--- src/rtl/keyevent_decoder_pkg.sv ---
// Shared constants for the PS/2 key-event decoder: prefix bytes, FSM states and default lock scancodes.
package keyevent_pkg;
  localparam logic [7:0] SC_EXT    = 8'hE0;
  localparam logic [7:0] SC_BRK    = 8'hF0;
  localparam logic [7:0] SC_CAPS   = 8'h58;
  localparam logic [7:0] SC_NUM    = 8'h77;
  localparam logic [7:0] SC_SCROLL = 8'h7E;

  typedef enum logic [1:0] {
    ST_IDLE   = 2'd0,
    ST_EXT    = 2'd1,
    ST_BRK    = 2'd2,
    ST_EXTBRK = 2'd3
  } state_t;

  function automatic logic is_prefix(input logic [7:0] b);
    return (b == SC_EXT) || (b == SC_BRK);
  endfunction
endpackage

--- src/rtl/keyevent_decoder_lock_tracker.sv ---
// One lock toggle with typematic-repeat suppression; the held bit blocks re-toggling until the key is released.
module lock_tracker #(
  parameter logic [7:0] CODE = 8'h58,
  parameter logic       INIT = 1'b0
) (
  input  logic       clk,
  input  logic       i_rst_n,
  input  logic       i_evt,
  input  logic [7:0] i_code,
  input  logic       i_brk,
  input  logic       i_ext,
  output logic       o_lock
);
  logic r_held, r_lock;
  logic w_hit;

  assign w_hit  = i_evt && !i_ext && (i_code == CODE);
  assign o_lock = r_lock;

  always_ff @(posedge clk or negedge i_rst_n) begin
    if (!i_rst_n) begin
      r_held <= 1'b0;
      r_lock <= INIT;
    end else if (w_hit) begin
      if (i_brk) begin
        r_held <= 1'b0;
      end else if (!r_held) begin
        r_held <= 1'b1;
        r_lock <= ~r_lock;
      end
    end
  end
endmodule

--- src/rtl/keyevent_decoder.sv ---
// Scancode byte stream -> key events (code, break, extended) plus NLOCK lock toggles.
// Optional prefix timeout: define KEYEVENT_DECODER_TIMEOUT_EN.
module keyevent_decoder
  import keyevent_pkg::*;
#(
  parameter int                 NLOCK          = 3,
  parameter logic [NLOCK*8-1:0] LOCK_CODES     = {SC_SCROLL, SC_NUM, SC_CAPS},
  parameter logic [NLOCK-1:0]   LOCK_INIT      = '0,
  parameter int                 TIMEOUT_CYCLES = 1_000_000
) (
  input  logic             clk,
  input  logic             i_rst_n,
  input  logic             i_byte_en,
  input  logic [7:0]       i_byte,
  output logic             o_valid,
  output logic [7:0]       o_byte,
  output logic             o_break,
  output logic             o_ext,
  output logic [NLOCK-1:0] o_locks
);
  state_t     r_state, w_state_nxt, w_state_eff;
  logic       w_emit, w_brk, w_ext, w_timeout;
  logic       r_valid, r_brk, r_ext;
  logic [7:0] r_byte;

`ifdef KEYEVENT_DECODER_TIMEOUT_EN
  localparam int CW = $clog2(TIMEOUT_CYCLES + 1);
  logic [CW-1:0] r_to_cnt;

  assign w_timeout = (r_state != ST_IDLE) && (r_to_cnt == CW'(TIMEOUT_CYCLES));

  always_ff @(posedge clk or negedge i_rst_n) begin
    if (!i_rst_n)                    r_to_cnt <= '0;
    else if (i_byte_en || w_timeout) r_to_cnt <= '0;
    else if (r_state != ST_IDLE)     r_to_cnt <= r_to_cnt + 1'b1;
  end
`else
  // Prefix never expires.
  assign w_timeout = (TIMEOUT_CYCLES < 0);
`endif

  // An expiring prefix is dropped in the same cycle, so a coincident byte decodes from IDLE.
  assign w_state_eff = w_timeout ? ST_IDLE : r_state;

  always_comb begin
    w_state_nxt = w_state_eff;
    w_emit      = 1'b0;
    w_brk       = 1'b0;
    w_ext       = 1'b0;
    if (i_byte_en) begin
      unique case (w_state_eff)
        ST_IDLE: begin
          if (i_byte == SC_EXT)      w_state_nxt = ST_EXT;
          else if (i_byte == SC_BRK) w_state_nxt = ST_BRK;
          else                       w_emit = 1'b1;
        end
        ST_EXT: begin
          if (i_byte == SC_BRK)      w_state_nxt = ST_EXTBRK;
          else if (i_byte != SC_EXT) begin
            w_emit = 1'b1; w_ext = 1'b1; w_state_nxt = ST_IDLE;
          end
        end
        ST_BRK: begin
          if (!is_prefix(i_byte)) begin
            w_emit = 1'b1; w_brk = 1'b1; w_state_nxt = ST_IDLE;
          end
        end
        ST_EXTBRK: begin
          if (!is_prefix(i_byte)) begin
            w_emit = 1'b1; w_brk = 1'b1; w_ext = 1'b1; w_state_nxt = ST_IDLE;
          end
        end
        default: w_state_nxt = ST_IDLE;
      endcase
    end
  end

  always_ff @(posedge clk or negedge i_rst_n) begin
    if (!i_rst_n) begin
      r_state <= ST_IDLE;
      r_valid <= 1'b0;
      r_byte  <= 8'h00;
      r_brk   <= 1'b0;
      r_ext   <= 1'b0;
    end else begin
      r_state <= w_state_nxt;
      r_valid <= w_emit;
      if (w_emit) begin
        r_byte <= i_byte;
        r_brk  <= w_brk;
        r_ext  <= w_ext;
      end
    end
  end

  assign o_valid = r_valid;
  assign o_byte  = r_byte;
  assign o_break = r_brk;
  assign o_ext   = r_ext;

  for (genvar k = 0; k < NLOCK; k++) begin : g_lock
    lock_tracker #(
      .CODE (LOCK_CODES[8*k +: 8]),
      .INIT (LOCK_INIT[k])
    ) u_lock (
      .clk     (clk),
      .i_rst_n (i_rst_n),
      .i_evt   (w_emit),
      .i_code  (i_byte),
      .i_brk   (w_brk),
      .i_ext   (w_ext),
      .o_lock  (o_locks[k])
    );
  end
endmodule

--- config.mk ---
export PLATFORM = sky130hd
export DESIGN_NAME = keyevent_decoder
export DESIGN_NICKNAME = d
export VERILOG_FILES = /design/src/rtl/keyevent_decoder_pkg.sv /design/src/rtl/keyevent_decoder_lock_tracker.sv /design/src/rtl/keyevent_decoder.sv
export SDC_FILE = /design/constraint.sdc
export NUM_CORES = 1
export LEC_CHECK = 0
export BUFFER_PORTS_ARGS = -buffer_cell sky130_fd_sc_hd__buf_2
export CORE_MARGIN = 3
export CORE_UTILIZATION = 35
export CTS_BUF_LIST = sky130_fd_sc_hd__clkbuf_16
export CTS_CLUSTER_SIZE = 14
export DETAILED_ROUTE_END_ITERATION = 8
export GPL_TIMING_DRIVEN = 0
export MAX_ROUTING_LAYER = met4
export PLACE_DENSITY = 0.67
export SLEW_MARGIN = 25
export SYNTH_ARGS = -nofsm -noshare
export SYNTH_HDL_FRONTEND = slang
export SYNTH_HIERARCHICAL = 1
export SYNTH_SLANG_ARGS = --single-unit
--- constraint.sdc ---
create_clock -name clk -period 2.9 [get_ports clk]
set_input_delay 0.58 -clock clk [delete_from_list [all_inputs] [get_ports clk]]
set_output_delay 0.58 -clock clk [all_outputs]
set_load 0.05 [all_outputs]
-- After elaboration in Yosys (flattened, before gate mapping)
Cells that the tools add are included.
- register bits: 19
- input bits: 11
- equal/unequal tests: 12
- mux-type cells: 18
- bitwise operators: 7
- reductions and logical operators: 12
- operator list (kind ; number):
    $eq A8 B7 Y1 const B ; 3
    $eq A8 B8 Y1 const B ; 2
    $mux W1 ; 10
    $mux W2 ; 5
    $reduce_and A3 Y1 ; 3
    $ne A8 B8 Y1 const B ; 1
    $not A1 Y1 ; 7
    $ne A3 B3 Y1 const B ; 2
    $pmux W2 S3 ; 1
    $eq A2 B2 Y1 const B ; 2
    $logic_and A1 B1 Y1 ; 4
    $reduce_and A4 Y1 ; 1
    $pmux W1 S3 ; 1
    $eq A2 B1 Y1 const B ; 1
    $logic_not A2 Y1 ; 1
    $ne A2 B2 Y1 const B ; 1
    $pmux W1 S2 ; 1
    $reduce_or A2 Y1 ; 1
    $logic_not A1 Y1 ; 1
    $logic_or A1 B1 Y1 ; 1

-- Logic depth before layout (Yosys ltp)
Gate-level depths: netlist of run 1.
- depth in word-level cells: 9
- mapped depth: 7

-- Modules after synthesis
The synthesis of run 1 kept the hierarchy.
- by module, submodules not included (module ; times used ; cells an instance ; area an instance (µm²) ; sequential area each (µm²)):
    keyevent_decoder ; 1 ; 38 ; 544.3 ; 325.3
    lock_tracker (g_lock[1].u_lock ...) ; 2 ; 10 ; 138.9 ; 50.0
    lock_tracker (g_lock[0].u_lock) ; 1 ; 11 ; 130.1 ; 50.0

-- Worst setup path before layout of run 1
No wires, ideal clock.
- kind: input -> register
- start: in i_byte[0]
- end: reg g_lock[1].u_lock.r_lock
- arrival time: 2.090 ns
- path slack: 0.729 ns
- stages: 7
- cell sequence: nand4b_4 > o41ai_4 > inv_2 > and2_1 > nand2b_1 > nor4b_2 > xor2_1
- elaborated cells between the ends (all ways): 21
- classes of those cells: eq/ne (4); mux (11); bitwise (1); reduce/logical (5)
- RTL lines (item ; RTL line ; RTL):
    from (decl) ; keyevent_decoder.sv:14 ; input logic [7:0] i_byte,
    $ne A8 B8 Y1 (tied with other cells) ; keyevent_decoder.sv:59 ; else if (i_byte != SC_EXT) begin
    $mux W1 (tied with other cells) ; keyevent_decoder.sv:59 ;
    $mux W1 (on tied branches) ; - ;
    $pmux W1 S3 * ; keyevent_decoder.sv:51 ; unique case (w_state_eff)
    $mux W1 * ; keyevent_decoder.sv:50 ; if (i_byte_en) begin
    net w_emit ; keyevent_decoder.sv:22 ; logic w_emit, w_brk, w_ext, w_timeout;
    $logic_and A1 B1 Y1 * (2 in a row) ; keyevent_decoder_lock_tracker.sv:17 ; assign w_hit = i_evt && !i_ext && (i_code == CODE);
    $reduce_and A3 Y1 (no source line) * ; - ;
    to (signal assigned) ; keyevent_decoder_lock_tracker.sv:29 ; r_lock <= ~r_lock;
    to (decl) ; keyevent_decoder_lock_tracker.sv:14 ; logic r_held, r_lock;
Mark *: on every way through the listed nets, which the timed path passes. The rest lies on a longest branch.
A chain may end at the register's enable or synchronous reset.

-- Worst setup path in the final report of run 1
Ends and elaborated chain as after synthesis.

==> results.txt, run 1 <==
The run finished with clean final reports. Internal power contribution: 0.000514 W. The tools report the end of the worst register-to-register path as g_lock[1].u_lock/o_lock$_DFFE_PN0P_.

The combinational power share came out at 20.6%. The run gives 3 as the number of buffers created by CTS. By area the synthesized netlist is led by dfrtp_1 (50%), nand4b_4 (7.5%), mux2_2 (5.9%). The wire length of the first global-routing pass was 3340 um. The number of clock sinks seen by CTS was 19. 25 I/O pins were placed. The met1 capacity usage during global routing was 16.8%; the average wire per cell in the routed design was 14.6 um. In this run the most used layer during global routing was met2. The worst-case clock skew came out at 0.00551 ns.

The number of core rows was 18. The total of warnings raised by yosys came out at 6. Adding up every negative setup slack in the final design gives 0 ns. For the final-report hold violation count, the log shows 0. Fraction of registers with async set/reset: 100%. Summing all flip-flop and latch instances after layout gives 475 um2. Type of destination of the critical path: a flop. The synthesized-area fraction occupied by ao, oa, aoi and oai cells was 14.3%. The number of global-route vias before repair was 691; the effective utilization at floorplan was 37.7%.

The root buffer cell chosen for the clock tree is clkbuf_16. Routability-driven placement finished with a final weighted congestion of 0.740. The floorplan step defined a die boundary enclosing 3380 um2.

The synthesized netlist devotes 0% of its cell area to adder and majority cells. Global routing used 2.67% of the available met3 tracks. The tools report the startpoint of the worst-slack reg-to-reg timing path as r_state[0]$_DFFE_PN0P_. For the H-tree depth, the log shows 1. After floorplanning, the core was sized to cover 2520 um2. After synthesis, the largest family of logic cells by area is simple AND/OR/NAND/NOR gates.

For this design the total switching power over the nets is 0.000212 W. The count of cells in the finished layout, fillers not included, comes to 127. Pin count of the biggest net entering global routing: 20. The sequential share of power was 40.8%; the share of the synthesized netlist area taken by xor and xnor gates was 2.76%. The register bit count reported by yosys is 19. The remaining antenna violation count after routing is 0. For the count of final max-slew check failures, the log shows 0. Cells with a size suffix above 1 make up 45.4% of the layout. For the maximum resistive drop on vdd, the log shows 0.287 mV. In the post-synthesis netlist, the cell with the most instances is dfrtp_1. The proportion of total power due to net switching came out at 29.2%. Buffers added to address setup during post-CTS repair amount to 0.

Synthesis produced a netlist whose cell count is 69. The clock network is responsible for 38.6% of the overall power. The net count reported at finish is 109, and the peak fanout along the critical path is 9.

The proportion of synthesized chip area in sequential cells was 49.9%. At the later pin of the worst-skew pair, clock insertion delay measures 0.25 ns. The number of antenna violations at the first check in global routing is 0, and the total inserted antenna cells is 0.

Summed over all instances, the cell type with the most area after synthesis is dfrtp_1. The total via count after detailed routing is 660. The total overflow left after global routing is 0. Of the total synthesized cell area, the portion taken by AND, OR, NAND and NOR gates is 24.4%. The mean post-synth cell area is 13.8 um2. Of the post-synthesis cell area, the part taken by muxes is 6.96%. TritonCTS built the clock tree.

For the worst max-slew margin expressed relative to the limit, the log shows 64.4%. For the worst endpoint required time, the log shows 3.08 ns. For this design, the CTS-stage hold fixing added 0 buffers.

The kind of critical path is in2reg. Setup repair after global routing left no endpoint under its margin. Path type of the worst min-delay path: in2async. For the number of gates given a new drive strength after cts, the log shows 0.

The count of buffers added on input and output ports is 24. Yosys mapped a number of flops with a built-in enable equal to 0. Data on the critical path arrives at its endpoint at 2.48 ns. For the met2 track utilization from global routing, the log shows 20.8%. Clock-pin slew was measured on the worst setup and hold paths at 0.06 ns.

Setup violations remaining at the end of the flow were counted as 0. The final layout contains routed wiring with a total length of 1850 um. The multi-input combinational cell area was 462 um2; the leakage power total was 0.599 nW. For the worst flop-to-flop path, the logic depth is 4. The run gives 435 MHz as the fmax.

The layout has 247 filler cells. The worst path uses 79.2% of the clock period. At the pin with the least slew margin, the transition time is 0.532 ns.

In this run, the number of DRC markers left after iteration 0 of detailed routing was 4. For this run, design rule violations remaining after detail routing come to 0. In this run the cell area of the synthesized design comes to 952 um2.

The smallest clock period supported by the final layout is computed as 2.30 ns. The die is 58.2 um wide. The number of iterations in the first detailed-routing pass came out at 2. The growth of design area from synthesis to finish is 25.0%, and the number of max-cap violations is 0. For this design the ratio of total power to cell area is 611 nW/um2. Across all register-to-register paths, the minimum setup slack is 1.61 ns.

In the routed layout, each cell is associated on average with a via count of 5.20. For this run, the leading register cell type out of synthesis is dfrtp_1. Overall power consumption after layout is estimated at 0.000727 W. The total global routing track utilization is 13.7%, and the maximum clock path buffer count is 2. The category of the worst setup path launch point is a primary input.

Counting distinct cell types in the post-synthesis netlist gives 25. Detailed placement ended at an HPWL of 1390 um. Once placement completed, the tool counted placed cells totaling 123.

Summed over its instances, the top area cell type makes up 49.9% of the synthesized netlist area. Number of nets in the synthesized netlist: 80. From bottom edge to top edge, the die measures 58.2 um. Sorting the synthesized cells by how often they occur yields dfrtp_1 (19), nor2_1 (6), mux2_2 (5), o31ai_1 (5), a22o_1 (4).
-- state kept, by name, indices dropped and copies added, names as in the netlist --
signal and cells:
o_ext 1, g_lock.u_lock/o_lock 3, o_byte 8, g_lock.u_lock/r_held 3, o_valid 1, r_state 2
o_break 1
-- cell usage in the layout (no fill, tap or decap), types with 2 or more instances in the layout --
| cell type | synthesis | layout |
|---|---|---|
| and2_1 | 2 | 2 |
| nand4b_2 | 2 | 2 |
| a21oi_1 | 2 | 2 |
| a22o_1 | 4 | 4 |
| o41ai_1 | 2 | 2 |
| clkbuf_16 | 0 | 3 |
| inv_1 | 2 | 2 |
| mux2_2 | 5 | 5 |
| nand2b_1 | 2 | 2 |
| xor2_1 | 2 | 2 |
| o31ai_1 | 5 | 5 |
| dfrtp_1 | 19 | 19 |
| buf_2 | 0 | 24 |
| nand4b_4 | 3 | 3 |
| nor4b_2 | 2 | 2 |
| nor2_1 | 6 | 6 |
-- power by group through the flow --
stage	Sequential, W	Combinational [W]	Clock, W
after floorplan	0.000360	0.0000416	0
after global placement	0.000301	0.000148	0
after detailed placement	0.000302	0.000151	0
after CTS	0.000297	0.000152	0.000290
after global routing	0.000300	0.000161	0.000300
final	0.000297	0.000150	0.000281
-- worst max-delay path: stages --
cell and delay, ns:
buf_2 0.15, nand4b_4 0.22, o41ai_4 0.47, inv_2 0.17, and2_1 0.23, nand2b_1 0.19, nor4b_2 0.31, xor2_1 0.16
-- metrics by stage --
step,hold slack (ns),worst slack (ns),area (um2),utilization (%)
2_1_floorplan,0.284,0.729,952,-
3_3_place_gp,0.450,0.372,1110,44.0
3_5_place_dp,0.459,0.303,1110,44.0
4_1_cts,0.274,0.569,1190,47.2
5_1_grt,0.287,0.406,1190,47.2
6_report,0.258,0.603,1190,47.2
-- metal layers --
| metal | vias to the layer above | share of wire, % |
|---|---|---|
| met5 | - | 0 |
| met4 | 0 | 1.9 |
| met3 | 4 | 4.0 |
| met2 | 13 | 50 |
| met1 | 324 | 44 |
| li1 | 319 | - |
-- cell families after synthesis --
logic type             Yosys count
XOR/XNOR                         3
AO/OA/AOI/OAI                   15
multiplexers                     6
AND/OR/NAND/NOR                 22
flip-flops                      19
buffers and inverters            4
-- how the worst max path moves through the flow --
| stage | cells past startpoint | to | slack [ns] | startpoint |
|---|---|---|---|---|
| after floorplan | 7 | g_lock[1].u_lock/o_lock$_DFFE_PN0P_ | 0.73 | i_byte[0] |
| after global placement | 8 | g_lock[2].u_lock/o_lock$_DFFE_PN0P_ | 0.37 | i_byte[0] |
| after detailed placement | 8 | g_lock[1].u_lock/o_lock$_DFFE_PN0P_ | 0.30 | i_byte[0] |
| after CTS | 8 | g_lock[1].u_lock/o_lock$_DFFE_PN0P_ | 0.57 | i_byte[0] |
| after global routing | 8 | g_lock[2].u_lock/o_lock$_DFFE_PN0P_ | 0.41 | i_byte[0] |
| final | 8 | g_lock[1].u_lock/o_lock$_DFFE_PN0P_ | 0.60 | i_byte[0] |
-- area by class of cell --
cell class | instances | area share (%)
multi-input cells | 46 | 38.8
clock inverters | 1 | 0.421
flip-flops and latches | 19 | 40.0
inverters | 3 | 0.946
plain buffers | 1 | 0.315
clock buffers | 3 | 6.31
repair buffers | 24 | 10.1
well taps | 30 | 3.15
Note: power is estimated with default switching activity, not from simulation.
==> run 2, diff against run 1 <==
--- a/config.mk
+++ b/config.mk
@@ -13,7 +13,7 @@
 export DETAILED_ROUTE_END_ITERATION = 8
 export GPL_TIMING_DRIVEN = 0
 export MAX_ROUTING_LAYER = met4
-export PLACE_DENSITY = 0.67
+export PLACE_DENSITY = 0.69
 export SLEW_MARGIN = 25
 export SYNTH_ARGS = -nofsm -noshare
 export SYNTH_HDL_FRONTEND = slang
==> constraint.sdc (replaced) <==
create_clock -name clk -period 2.1 [get_ports clk]
set_input_delay 0.42 -clock clk [delete_from_list [all_inputs] [get_ports clk]]
set_output_delay 0.42 -clock clk [all_outputs]
set_load 0.05 [all_outputs]
==> run 2 against run 1 <==
Register-to-register slack lost 0.83 ns. Largest cell class unchanged. Sequential power rose by 38%. Sequential share of layout area down 0.25 points. Clock power rose by 37%.
==> results.txt, run 2 (synthesized netlist as in run 1, its figures left out) <==
The run gives 0.603 mV (+110%) as the maximum resistive drop on vdd. The run gives 1110 um2 (unchanged) as the placed standard-cell area. The number of antenna violations at the first check in global routing was 0 (unchanged). The tools report the cts-stage hold buffer count as 0 (unchanged). The horizontal extent of the die was 58.2 um (unchanged). The run gives 20 (unchanged) as the pin count of the biggest net entering global routing.

The peak fanout along the critical path works out to 9 (unchanged). The worst setup path is captured at a flop. Path type of the worst min-delay path: in2async. The area of all placed cells without fillers was 1200 um2 (+0.63%); the H-tree depth was 1 (unchanged).

HPWL after detailed placement: 1370 um (-1.2%). The time the worst path needs with I/O delays and setup is 1.94 ns. The combinational power share is 20.8% (+0.2 points), and the growth of design area from synthesis to finish is 25.8%. The ratio of routed vias to standard cells is 5.14 (-1.1%), and the net switching power is 0.000293 W (+38%).

The average wire per cell in the routed design came out at 14.8 um (+1.4%). The leading cell type in the layout, fill and taps excluded is buf_2. Clock input transition at the sequential cells of the worst setup and hold paths: 0.05 ns (about the same). The total global routing track utilization was 13.3% (-0.34 points). The run finished with clean final reports. The floorplan die area is 3380 um2 (unchanged), and the effective utilization at floorplan is 37.7% (unchanged).

The final worst hold slack is 0.102 ns (-0.156 ns). The run gives 0 (unchanged) as the remaining antenna violation count after routing. Worst-case clock skew: 0.00337 ns (-0.00213 ns).

The tools report the number of max-cap violations as 0 (unchanged). For the number of iterations in the first detailed-routing pass, the log shows 4 (+2). The tools report the number of primary I/O pins as 25 (unchanged).

TritonCTS built the clock tree. The proportion of total power due to net switching was 29.2% (-0.064 points). The die extent in y was 58.2 um (unchanged). The number of global-route vias before repair came out at 726 (+5.1%). Net count reported at finish: 110 (+0.92%). The setup path with the least slack is of type in2reg. The number of input and output port buffers inserted works out to 24 (unchanged). Fraction of the core area covered by cells at the end of the flow: 47.5% (+0.30 points).

The logs give 18 (unchanged) for the number of core rows and 72.0% (+7.5 points) for the worst max-slew margin expressed relative to the limit. The total wire length after detailed routing was 1890 um (+2.2%); the worst-skew pair later-pin latency was 0.25 ns (about the same). Leaving out fill and tap cells, the most frequent cells in the layout are buf_2 (24), dfrtp_1 (19), nor2_1 (6), mux2_2 (5), o31ai_1 (5). The run gives 0 (unchanged) as the total inserted antenna cells.

Startpoint of the worst-slack reg-to-reg timing path: r_state[0]$_DFFE_PN0P_. The final-report hold violation count was 0 (unchanged); the layout cell share with drive strength beyond 1 was 45.9% (+0.56 points). Setup repair after global routing left no endpoint under its margin. The root buffer cell chosen for the clock tree is clkbuf_16. The most critical setup path has its startpoint at i_byte[0]. The flip-flop count of the largest register after layout is 8 (unchanged), and the clock share of power is 38.3% (-0.3 points). Power per standard cell area: 839 nW/um2 (+37%).

The wire length of the first global-routing pass was 3330 um (-0.21%). The routability congestion estimate from global placement is 0.735 (-0.58%), and the DRC marker count from the first detailed-route iteration is 18 (+14). The data arrival time at the worst-slack endpoint was 2.11 ns (-0.37 ns). The number of gates given a new drive strength after cts came out at 0 (unchanged).

The logs give 0.603 nW (+0.80%) for the leakage power total and 515 MHz for the fmax. Of the available clock period, the critical path in the final layout requires 92.5%. The area of the core was 2520 um2 (unchanged); the setup TNS was 0 ns (unchanged). The number of clock sinks seen by CTS is 19 (unchanged), and the total via count after detailed routing is 658 (-0.30%). For the final setup violation count, the log shows 0 (unchanged).

For the sequential share of power, the log shows 40.9% (about the same). For the total congestion overflow, the log shows 0 (unchanged). Worst reg2reg path depth: 4 (unchanged). The internal power contribution was 0.000711 W (+38%); the transition time at the pin with the least slew margin was 0.421 ns (-0.111 ns). The number of buffers created by CTS came out at 3 (unchanged). The remaining routing DRC violations is 0 (unchanged), and the count of final max-slew check failures is 0 (unchanged).

The category of the worst setup path launch point is a primary input. The run gives 2.27 ns (-0.81 ns) as the worst endpoint required time. The tools report the maximum clock path buffer count as 2 (unchanged).
## run 2: changes by cell type in the layout (fill, tap and decap cells not counted)
cell,delta
buf_4,+1
## run 2: final timing paths
kind                            slack (ns)                                   to
worst min-delay path                  0.10  g_lock[1].u_lock/o_lock$_DFFE_PN0P_
min in group clk                      0.46  g_lock[1].u_lock/o_lock$_DFFE_PN0P_
worst min register to register        0.46  g_lock[1].u_lock/o_lock$_DFFE_PN0P_
worst max-delay path                  0.16  g_lock[2].u_lock/o_lock$_DFFE_PN0P_
worst max register to register        0.78  g_lock[2].u_lock/o_lock$_DFFE_PN0P_
max in group asynchronous             1.70  g_lock[2].u_lock/o_lock$_DFFE_PN0P_
## run 2: final cells by class
cell class / count / area, um2
Buffer: 1 / 3.75
Clock buffer: 3 / 75.1
Clock inverter: 1 / 5.00
Fill cell: 246 / 1330
Inverter: 3 / 11.3
Multi-Input combinational cell: 46 / 462
Sequential cell: 19 / 475
Tap cell: 30 / 37.5
Timing Repair Buffer: 25 / 128
## run 2: critical path: stages
cell and delay [ns]:
buf_2 0.14, nand4b_4 0.21, o41ai_4 0.30, inv_2 0.14
and2_1 0.20, nand2b_1 0.19, nor4b_2 0.33, xor2_1 0.16
## run 2: timing repair
| action | in CTS | in global routing |
|---|---|---|
| buffers inserted | 1 | 0 |
| pin swaps | 1 | 1 |
| endpoints found under the setup margin | 4 | 2 |
| gates cloned | 0 | 0 |
## run 2: per-layer routing
layer	GRT usage (%)	wire, um	up-vias
met5	-	0	-
met4	6.29	17	0
met3	3.34	100	2
met1	16.1	858	315
li1	-	-	323
met2	20.8	918	18
## run 2: power groups by stage
stage	Combinational, W	Clock [W]	Sequential (W)
2_1_floorplan	0.0000574	0	0.000497
3_3_place_gp	0.000205	0	0.000415
3_5_place_dp	0.000208	0	0.000417
4_1_cts	0.000212	0.000393	0.000411
5_1_grt	0.000223	0.000415	0.000414
6_report	0.000209	0.000384	0.000411
## run 2: stage by stage
stage                     worst slack, ns  instances  power [W]
final                               0.158        128    0.00100
after global routing               0.0515        128    0.00105
after CTS                          0.0660        128    0.00102
after detailed placement           -0.332        123   0.000625
after global placement             -0.261        123   0.000621
after floorplan                    0.0888         69   0.000554
==> run 3, diff against run 2 <==
--- a/config.mk
+++ b/config.mk
@@ -12,7 +12,6 @@
 export CTS_CLUSTER_SIZE = 14
 export DETAILED_ROUTE_END_ITERATION = 8
 export GPL_TIMING_DRIVEN = 0
-export MAX_ROUTING_LAYER = met4
 export PLACE_DENSITY = 0.69
 export SLEW_MARGIN = 25
 export SYNTH_ARGS = -nofsm -noshare
==> run 3 against run 2 <==
Die area unchanged. Clock power about the same. Global-route usage shrank 0.39 points. Routed wire length barely moved. Critical path depth is the same. Flip-flop and latch count is the same. Via count is the same. Clock-buffer cell count is the same. First-iteration DRC count increased by 17%. Hold slack is essentially flat. Critical endpoint unchanged. Largest power group unchanged.
==> results.txt, run 3 (synthesized netlist as in run 1, its figures left out) <==
The run finished with clean final reports. Count of final max-slew check failures: 0 (unchanged). The logs give 4 (unchanged) for the number of iterations in the first detailed-routing pass and 21 (+3) for the DRC marker count from the first detailed-route iteration.

The wire length of the first global-routing pass is 3330 um (unchanged), and the largest stage delay on the critical path is 0.33 ns (about the same). The number of core rows came out at 18 (unchanged). The library cell used most frequently in the layout, excluding fill and tap cells, is buf_2. The run gives 0.603 nW (unchanged) as the leakage power total. For the worst max-slew margin expressed relative to the limit, the log shows 71.9% (about the same). The ratio of routed vias to standard cells was 5.14 (unchanged); the final setup violation count was 0 (unchanged). The power per standard cell area came out at 839 nW/um2 (about the same). The fmax is 515 MHz (about the same). The placed standard-cell area is 1110 um2 (unchanged). The flip-flop count of the largest register after layout came out at 8 (unchanged).

The worst-skew pair later-pin latency is 0.25 ns (about the same), and the number of primary I/O pins is 25 (unchanged). The die extent in y was 58.2 um (unchanged); the effective utilization at floorplan was 37.7% (unchanged). The final-report hold violation count is 0 (unchanged), and the net count reported at finish is 110 (unchanged). TritonCTS built the clock tree.

In the layout the commonest cells are buf_2 (24), dfrtp_1 (19), nor2_1 (6), mux2_2 (5), o31ai_1 (5). Area of all placed cells without fillers: 1200 um2 (unchanged). The kind of cell adding the most delay to the critical path is simple AND/OR/NAND/NOR gates.

The run gives 2520 um2 (unchanged) as the area of the core. The number of buffers created by CTS is 3 (unchanged). The total congestion overflow came out at 0 (unchanged). The floorplan die area came out at 3380 um2 (unchanged).

The remaining antenna violation count after routing came out at 0 (unchanged). The time the worst path needs with I/O delays and setup came out at 1.94 ns (-0.00000600 ns). For the setup TNS, the log shows 0 ns (unchanged). The post-route fraction of the period consumed by the critical path is 92.5% (about the same), and the average wire per cell in the routed design is 14.8 um (about the same).

The maximum clock path buffer count is 2 (unchanged). The data arrival time at the worst-slack endpoint was 2.11 ns (about the same); the cts-stage hold buffer count was 0 (unchanged). The tools report the HPWL after detailed placement as 1370 um (unchanged).

Setup repair after global routing left no endpoint under its margin. The tools report the number of gates given a new drive strength after cts as 0 (unchanged). Walking the worst path, the cells encountered are buf_2, nand4b_4, o41ai_4, inv_2, and2_1, nand2b_1, nor4b_2, xor2_1. The pin count of the biggest net entering global routing was 20 (unchanged). The tools report the routability congestion estimate from global placement as 0.727 (-1.2%). The worst reg2reg path depth is 4 (unchanged). The number of global-route vias before repair was 725 (-0.14%); the number of max-cap violations was 0 (unchanged). The peak fanout along the critical path is 9 (unchanged), and the maximum resistive drop on vdd is 0.603 mV (about the same). The total inserted antenna cells came out at 0 (unchanged). The worst setup path is of the in2reg kind. The number of antenna violations at the first check in global routing is 0 (unchanged), and the count of buffering cells on the critical path with inverters included is 2 (unchanged). Worst endpoint required time: 2.27 ns (about the same).

The remaining routing DRC violations came out at 0 (unchanged). The worst setup path is captured at a flop. The growth of design area from synthesis to finish was 25.8% (unchanged). The tools report the worst-case clock skew as 0.00333 ns (-0.0000366 ns). The logs give 0.00100 W (about the same) for the power consumption and 1 (unchanged) for the H-tree depth. The number of input and output port buffers inserted is 24 (unchanged). The tools report the total via count after detailed routing as 658 (unchanged). For the number of clock sinks seen by CTS, the log shows 19 (unchanged). The slowest stage of the critical path is the nor4b_2 cell. The root cell of the clock tree was clkbuf_16.

Layout cell share with drive strength beyond 1: 45.9% (unchanged). The transition time at the pin with the least slew margin came out at 0.421 ns (+0.0000944 ns). The horizontal extent of the die was 58.2 um (unchanged); the total wire length after detailed routing was 1900 um (about the same).

The clock input transition at the sequential cells of the worst setup and hold paths is 0.05 ns (about the same), and the count of cell instances traversed by the critical path is 8 (unchanged). In this run the worst hold path is classified as in2async. The tools report the total global routing track utilization as 12.9% (-0.39 points). The worst setup path is launched from a primary input.
run 3: path summary, 6_finish.rpt:
check | start | slack (ns) | endpoint
min reg2reg | g_lock[1].u_lock/o_lock$_DFFE_PN0P_ | 0.46 | g_lock[1].u_lock/o_lock$_DFFE_PN0P_
min | i_rst_n | 0.10 | g_lock[1].u_lock/o_lock$_DFFE_PN0P_
max | i_byte[0] | 0.16 | g_lock[2].u_lock/o_lock$_DFFE_PN0P_
min in group clk | g_lock[1].u_lock/o_lock$_DFFE_PN0P_ | 0.46 | g_lock[1].u_lock/o_lock$_DFFE_PN0P_
max in group asynchronous | i_rst_n | 1.70 | g_lock[2].u_lock/o_lock$_DFFE_PN0P_
max reg2reg | r_state[0]$_DFFE_PN0P_ | 0.78 | g_lock[2].u_lock/o_lock$_DFFE_PN0P_
run 3: area by class of cell:
class	count	area [um2]
Buffer	1	3.75
Clock buffer	3	75.1
Clock inverter	1	5.00
Fill cell	246	1330
Inverter	3	11.3
Multi-Input combinational cell	46	462
Sequential cell	19	475
Tap cell	30	37.5
Timing Repair Buffer	25	128
run 3: metal layers:
metal	vias up	wire length [um]	global-route usage, %	part of all wire (%)
met5	-	0	0	0
met4	0	18	6.29	0.95
met3	2	93	3.56	4.9
met2	18	913	20.8	48
met1	315	870	16.0	46
li1	323	-	-	-
run 3: repair_timing:
item                                    CTS  global route
pin swaps                                 1             1
endpoints found under the setup margin    4             2
buffers inserted                          1             0
run 3: where the power goes:
part | leakage [nW] | total [W] | switching, W | internal [W]
Combinational | 0.326 | 0.000209 | 0.000148 | 0.0000615
Sequential | 0.237 | 0.000411 | 0.0000157 | 0.000395
Clock | 0.0409 | 0.000384 | 0.000129 | 0.000255
run 3: stage by stage:
stage / std cells / util [%] / hold slack (ns) / setup slack (ns)
after floorplan: 69 / - / 0.124 / 0.0888
after global placement: 123 / 44.0 / 0.381 / -0.261
after detailed placement: 123 / 44.0 / 0.381 / -0.332
after CTS: 128 / 47.5 / 0.118 / 0.0660
after global routing: 128 / 47.5 / 0.128 / 0.0515
final: 128 / 47.5 / 0.102 / 0.158
